$ cat src/rtl/add32_pkg.sv
// Shared types and constants for the 32-bit datapath adder.
// Flag evaluation lives here so every consumer agrees on its definition.
package add_pkg;

    localparam int ADD_W    = 32;
    localparam int ADD_LANE = 8;

    typedef logic [ADD_W-1:0] word_t;

    typedef struct packed {
        logic carry;
        logic ovf;
        logic zero;
    } add_flags_t;

    // Signed overflow: operands agree in sign but the result does not.
    function automatic logic calc_ovf(input logic a_msb, input logic b_msb, input logic s_msb);
        return (a_msb == b_msb) && (s_msb != a_msb);
    endfunction

endpackage

$ cat src/rtl/add32_if.sv
// Operand/result bundle for add32; master drives operands, slave is the adder.
interface add32_if;
    import add_pkg::*;

    word_t DataIn1;
    word_t DataIn2;
    word_t DataOut;
    logic  CarryOut;
    word_t DataOutQ;
    logic  CarryQ;
    logic  OvfQ;
    logic  ZeroQ;

    modport master (
        output DataIn1, DataIn2,
        input  DataOut, CarryOut, DataOutQ, CarryQ, OvfQ, ZeroQ
    );

    modport slave (
        input  DataIn1, DataIn2,
        output DataOut, CarryOut, DataOutQ, CarryQ, OvfQ, ZeroQ
    );

endinterface

$ cat src/rtl/add32_cla_lane.sv
// One carry-lookahead lane: every internal carry is a flat sum of
// generate/propagate products, so no carry ripples inside the lane.
module cla_lane #(
    parameter int LANE = 8
) (
    input  logic [LANE-1:0] i_a,
    input  logic [LANE-1:0] i_b,
    input  logic            i_cin,
    output logic [LANE-1:0] o_sum,
    output logic            o_cout
);

    logic [LANE-1:0] w_g;
    logic [LANE-1:0] w_p;
    logic [LANE:0]   w_c;

    assign w_g = i_a & i_b;
    assign w_p = i_a ^ i_b;

    // c[i+1] = g[i] | p[i]g[i-1] | ... | p[i..0]cin, expanded per bit.
    always_comb begin
        logic w_term;
        logic w_prod;
        w_c    = '0;
        w_c[0] = i_cin;
        for (int i = 0; i < LANE; i++) begin
            w_term = w_g[i];
            w_prod = w_p[i];
            for (int j = i - 1; j >= 0; j--) begin
                w_term = w_term | (w_prod & w_g[j]);
                w_prod = w_prod & w_p[j];
            end
            w_c[i+1] = w_term | (w_prod & i_cin);
        end
    end

    assign o_sum  = w_p ^ w_c[LANE-1:0];
    assign o_cout = w_c[LANE];

endmodule

$ cat src/rtl/add32.sv
// Two-operand adder for PC+4 / branch-target: combinational sum and carry,
// plus a one-cycle registered copy of the sum with carry/overflow/zero flags.
module add32
    import add_pkg::*;
#(
    parameter int WIDTH = ADD_W,
    parameter int LANE  = ADD_LANE
) (
    input  logic    clk,
    input  logic    rst,
    add32_if.slave  bus
);

    localparam int NLANES = WIDTH / LANE;

    logic [WIDTH-1:0] w_a;
    logic [WIDTH-1:0] w_b;
    logic [WIDTH-1:0] w_sum;
    logic [NLANES:0]  w_lane_c;
    add_flags_t       w_flags;

    logic [WIDTH-1:0] r_sum;
    add_flags_t       r_flags;

    assign w_a         = bus.DataIn1;
    assign w_b         = bus.DataIn2;
    assign w_lane_c[0] = 1'b0;

    // Lanes are lookahead internally and ripple-chained lane to lane.
    for (genvar l = 0; l < NLANES; l++) begin : g_lane
        cla_lane #(.LANE(LANE)) u_lane (
            .i_a   (w_a[l*LANE +: LANE]),
            .i_b   (w_b[l*LANE +: LANE]),
            .i_cin (w_lane_c[l]),
            .o_sum (w_sum[l*LANE +: LANE]),
            .o_cout(w_lane_c[l+1])
        );
    end

    assign w_flags.carry = w_lane_c[NLANES];
    assign w_flags.ovf   = calc_ovf(w_a[WIDTH-1], w_b[WIDTH-1], w_sum[WIDTH-1]);
    assign w_flags.zero  = (w_sum == '0);

    always_ff @(posedge clk or posedge rst) begin
        if (rst) begin
            r_sum   <= '0;
            r_flags <= '0;
        end else begin
            r_sum   <= w_sum;
            r_flags <= w_flags;
        end
    end

    assign bus.DataOut  = w_sum;
    assign bus.CarryOut = w_flags.carry;
    assign bus.DataOutQ = r_sum;
    assign bus.CarryQ   = r_flags.carry;
    assign bus.OvfQ     = r_flags.ovf;
    assign bus.ZeroQ    = r_flags.zero;

endmodule

$ cat src/flat_wrapper.sv
// flat-port wrapper written by rule: the top's interface ports become plain ports
module add32_flat import add_pkg::*;
#(
    parameter int WIDTH = ADD_W,
    parameter int LANE  = ADD_LANE
)
  (clk, rst, bus_DataIn1, bus_DataIn2, bus_DataOut, bus_CarryOut, bus_DataOutQ, bus_CarryQ, bus_OvfQ, bus_ZeroQ);
  add32_if bus_i ();
  input  logic clk;
  input  logic rst;
  input wire logic [$bits(bus_i.DataIn1)-1:0] bus_DataIn1;
  input wire logic [$bits(bus_i.DataIn2)-1:0] bus_DataIn2;
  output wire logic [$bits(bus_i.DataOut)-1:0] bus_DataOut;
  output wire logic [$bits(bus_i.CarryOut)-1:0] bus_CarryOut;
  output wire logic [$bits(bus_i.DataOutQ)-1:0] bus_DataOutQ;
  output wire logic [$bits(bus_i.CarryQ)-1:0] bus_CarryQ;
  output wire logic [$bits(bus_i.OvfQ)-1:0] bus_OvfQ;
  output wire logic [$bits(bus_i.ZeroQ)-1:0] bus_ZeroQ;
  assign bus_i.DataIn1 = bus_DataIn1;
  assign bus_i.DataIn2 = bus_DataIn2;
  assign bus_DataOut = bus_i.DataOut;
  assign bus_CarryOut = bus_i.CarryOut;
  assign bus_DataOutQ = bus_i.DataOutQ;
  assign bus_CarryQ = bus_i.CarryQ;
  assign bus_OvfQ = bus_i.OvfQ;
  assign bus_ZeroQ = bus_i.ZeroQ;
  add32 #(.WIDTH(WIDTH), .LANE(LANE)) u_core (.clk(clk), .rst(rst), .bus(bus_i));
endmodule
$ cat config.mk
export PLATFORM = sky130hd
export DESIGN_NAME = add32_flat
export DESIGN_NICKNAME = d
export VERILOG_FILES = /design/src/rtl/add32_pkg.sv /design/src/rtl/add32_if.sv /design/src/rtl/add32_cla_lane.sv /design/src/rtl/add32.sv /design/src/flat_wrapper.sv
export SDC_FILE = /design/constraint.sdc
export NUM_CORES = 1
export LEC_CHECK = 0
export ABC_AREA = 1
export BUFFER_PORTS_ARGS = -buffer_cell sky130_fd_sc_hd__buf_4
export CAP_MARGIN = 20
export CORE_MARGIN = 2
export CORE_UTILIZATION = 48
export DETAILED_ROUTE_END_ITERATION = 16
export GPL_ROUTABILITY_DRIVEN = 0
export PLACE_DENSITY = 0.79
export SYNTH_ARGS = -nofsm -noshare
export SYNTH_HDL_FRONTEND = slang
export SYNTH_SLANG_ARGS = --single-unit
$ cat constraint.sdc
create_clock -name clk -period 2.9 [get_ports clk]
set_input_delay 0.435 -clock clk [delete_from_list [all_inputs] [get_ports clk]]
set_output_delay 0.435 -clock clk [all_outputs]
set_load 0.03 [all_outputs]
== After elaboration in Yosys (flattened, before gate mapping) ==
Cells that the tools add are included.
W data, S select, Z words.

* Register bits after elaboration: 35
* Input bits: 66
* Output and inout bits: 68
* Word-level logic and storage cells: 397

* Equal/unequal tests: 2
* Bitwise logic cells: 389
* Reductions and logical operators: 2

{| class="wikitable"
|+ Operators by type and width
! kind !! number
|-
| $and A1 B1 Y1 || 241
|-
| $or A1 B1 Y1 || 136
|-
| $xor A8 B8 Y8 || 8
|-
| $and A8 B8 Y8 || 4
|-
| $logic_not A32 Y1 || 1
|-
| $eq A1 B1 Y1 || 1
|-
| $logic_and A1 B1 Y1 || 1
|-
| $ne A1 B1 Y1 || 1
|}

== Logic depth before layout (Yosys ltp) ==
* Word-level depth: 18
* Gate-level depth with buffers: 25
* Mapped depth without buffers: 25

== Hierarchy ==
From an unflattened synthesis, not the netlist that was laid out.

* Cells, all modules: 350
* Area total of the unflattened synthesis: 2662.6 µm²

{| class="wikitable"
|+ By module, submodules not included
! module !! instances !! cells an instance !! area each (µm²) !! seq. area each (µm²)
|-
| cla_lane at u_core.g_lane[1].u_lane ... || 3 || 70 || 410.4 || 0.0
|-
| add32 || 1 || 73 || 1024.7 || 875.8
|-
| cla_lane at u_core.g_lane[0].u_lane || 1 || 67 || 406.6 || 0.0
|}

== Worst setup path after synthesis ==
OpenSTA, ideal clock, no wires.

* Kind: input-to-reg
* Start point: input bus_DataIn2[2]
* End point: register u_core.r_flags (netlist bit u_core.bus.ZeroQ)
* Library setup time: 114 ps
* Arrival: 3181 ps
* Data required time: 2786 ps
* Slack: -396 ps
* Stages: 25
* Buffers on the path: 0
* Path through: ha_1 -> nand2_2 -> nor2_2 -> nor2_2 -> nand2_2 -> nand2_1 -> nand2_4 -> nand2_2 -> nand2_4 -> nand2_4 -> nand2_4 -> inv_1 -> fa_1 -> xnor2_1 -> nor2_1 -> nand3_1 -> nor2_1 -> nand2_1 -> nor2_1 -> nand3_1 -> nor2_1 -> nand3_1 -> nor2_1 -> nand2_1 -> nor2_2

{| class="wikitable"
|+ RTL lines
! item !! RTL line !! source
|-
| start: declaration || flat_wrapper.sv:12 || <nowiki>input wire logic [$bits(bus_i.DataIn2)-1:0] bus_DataIn2;</nowiki>
|-
| end signal: assignment || add32.sv:50 || <nowiki>r_flags <= w_flags;</nowiki>
|-
| end: declaration || add32.sv:23 || <nowiki>add_flags_t r_flags;</nowiki>
|}

==> results.md <==
* Post-synthesis register bit count at 35
* Crit path arrival time at 3.12 ns
* Min-Delay Path Class: in -> async
* Filler cells at 424
* CP startpoint kind: input pin
* Seq/Total Area, Yosys at 30.04%
* Initial core utilization at 49.53%
* Post-layout util at 80.06%
* Unique masters post-synth at 30
* Area Overhead vs Synth at 61.63%
* Setup Total Neg Slack at -0.001176 ns
* Setup-failing EPs final at 1
* Crit Path Max Fanout at 4
* Die height at 81.93 um
* Final WL at 8766 um
* Drt first pass iters at 4
* Clock transition at path regs at 0.08 ns
* Fin. Hold Viols at 0
* Synth Instances at 408
* Max-Cap Viols at 0
* Area post-placement at 4524 sq um
* CTS sink cnt at 35
* Syn avg cell area at 7.145 sq um
* ANT cells at 0
* Final max-slew violation count at 0
* Vias in the first global route at 3249
* Clock Path Buffers at 2
* CTS tree: done
* Final Instance Area at 4712 sq um
* Vias after detailed routing at 3310
* Peak VDD IR at 0.0004574 V
* Critical path required time at 3.12 ns
* Total track usage at 26.16%
* Crit Path Category: in -> reg
* IO Pins at 134
* Core box area at 5886 sq um
* Total grt overflow at 0
* Row Count at 28
* Leakage power at 0.002614 uW
* Vias/cell at 4.955
* Die X at 81.93 um
* H-tree Lvls at 2
* Cell Pwr Density at 509.1 nW/um^2
* F_max at 0.3447 GHz
* Largest net degree at the start of global routing at 36
* Residual DRC at 0
* Max-slew headroom at 69.37%
* CP Capture Type: flop
* Final worst slack at -0.001176 ns
* RSZ-0062 raised after global routing: true
* Ys Warns at 0
* Initial antenna violation count at 0
* Most frequent cells in the layout: buf_4, nand2_1, inv_1
* Post-Syn Area at 2915 sq um
* Failing checks: negative setup slack
* Period utilization at 100.0%
* Syn_nets at 510
* Total Nets Final at 694
* Most common cell after layout, fill and taps aside: buf_4
* First-pass GRT wire length at 13660 um
* Antenna Nets Post-Route at 0
* HPWL Detailed at 7438 um
* Min Tclk post-route at 2.901 ns
* Status: finished with violations
* Starting DRT DRC Count at 130
* Die area at 6713 sq um
* Root Buffer: clkbuf_8
* Num CTS Buffers at 5
* Number of I/O port buffers at 133
* Fraction of layout cells with a size suffix above 1 at 40.81%
* Wire per inst at 13.12 um
* Slew @ Worst Pin at 0.4595 ns
per-stage QoR:
| step | hold WS, ns | instances | worst slack [ns] | total power [uW] |
|---|---|---|---|---|
| CTS | 0.2791 | 666 | -0.01633 | 2386 |
| floorplan | 0.5893 | 408 | -0.05202 | 1378 |
| global route | 0.3109 | 668 | -0.3073 | 2537 |
| detailed placement | 0.5836 | 657 | -0.3260 | 1929 |
| global placement | 0.5687 | 657 | -0.1850 | 1901 |
| finish | 0.2621 | 668 | -0.001176 | 2399 |
worst paths after layout:
path                                  from                           endpoint  slack (ns)  depth (start not counted)
max                         bus_DataIn2[1]         u_core.bus.ZeroQ$_DFF_PP0_      -0.001                         24
min                                    rst   u_core.bus.DataOutQ[1]$_DFF_PP0_        0.26                          3
max in group asynchronous              rst  u_core.bus.DataOutQ[21]$_DFF_PP0_        2.32                          3
min in group clk           bus_DataIn1[31]          u_core.bus.OvfQ$_DFF_PP0_        0.42                          3
routing by layer:
layer  vias to the layer above  share of wire, %  GRT usage [%]
met5                         -                 0              0
met4                         0               2.6          10.17
met3                        20               6.8          5.055
met2                       122                52          48.62
met1                      1519                39          29.11
li1                       1649                 -              -
where the power goes:
group / internal [uW] / switching (uW)
Sequential: 571 / 25.4
Clock: 256 / 198
Combinational: 541 / 806
worst max-delay path: stages:
cell,delay [ns]
buf_4,0.12
ha_1,0.30
nand4_1,0.15
nand2_2,0.12
nand2_2,0.07
nand2_4,0.08
nand2_4,0.05
nand2_4,0.08
nand2_4,0.05
nand2_4,0.06
inv_2,0.04
fa_2,0.38
xnor2_4,0.14
nor2_1,0.17
nand3_1,0.11
nor2_1,0.10
nand2_1,0.07
nor2_2,0.09
nand3_1,0.07
nor2_1,0.09
nand3_1,0.09
nor2_1,0.11
nand2_1,0.07
nor2_2,0.07
final cells by class:
cell class                 count  area [sq um]  share of cell area (%)
multi-input combinational    295          2001                   42.46
timing repair buffer         178          1340                   28.44
sequential                    35         875.8                   18.59
inverter                      77         289.0                   6.134
tap                           75         93.84                   1.992
clock buffer                   5         68.82                   1.460
clock inverter                 3         43.79                  0.9294
registers in the layout (all words and copies together), names as in the netlist:
name	count
u_core.bus.CarryQ	1
u_core.bus.DataOutQ	32
u_core.bus.OvfQ	1
u_core.bus.ZeroQ	1
repair_timing:
item,in CTS,in global routing
gates resized for setup,2,9
endpoints found under the hold margin,0,0
pin swaps,1,1
setup buffers,1,2
setup endpoints to repair,1,13
hold buffers,0,0
synthesized netlist by cell type:
library cell	n	share of area [%]
xnor2_1	6	1.8
nand2_1	110	14
xor2_1	1	0.30
nand2_2	14	3.0
fa_1	4	2.7
a221oi_1	1	0.30
nand3b_1	9	2.3
nand3_1	30	5.2
dfrtp_1	35	30
ha_1	32	14
inv_1	75	9.7
nor3_1	3	0.51
a21oi_1	18	3.1
nor3b_1	1	0.26
and2_1	1	0.21
o211ai_1	1	0.26
nor3_2	3	1.0
nor2_2	5	1.1
nor2_1	33	4.2
and3_1	1	0.21
inv_2	2	0.26
o21ai_0	6	1.0
a21o_1	2	0.51
a31oi_1	2	0.43
o21bai_1	1	0.26
nand2_4	4	1.5
nand4_1	5	1.1
buf_2	1	0.17
nor2_4	1	0.39
or2_0	1	0.21
kinds of logic (layout without fill, tap and decap cells):
family / Yosys count / in the layout / share of synthesized area, %
fa+ha+maj: 36 / 36 / 16.48
xor+xnor: 7 / 7 / 2.103
compound gates: 31 / 31 / 5.880
flops: 35 / 35 / 30.04
buf+inv: 78 / 263 / 10.09
simple gates: 221 / 221 / 35.41
(Power assumes the default switching activity.)
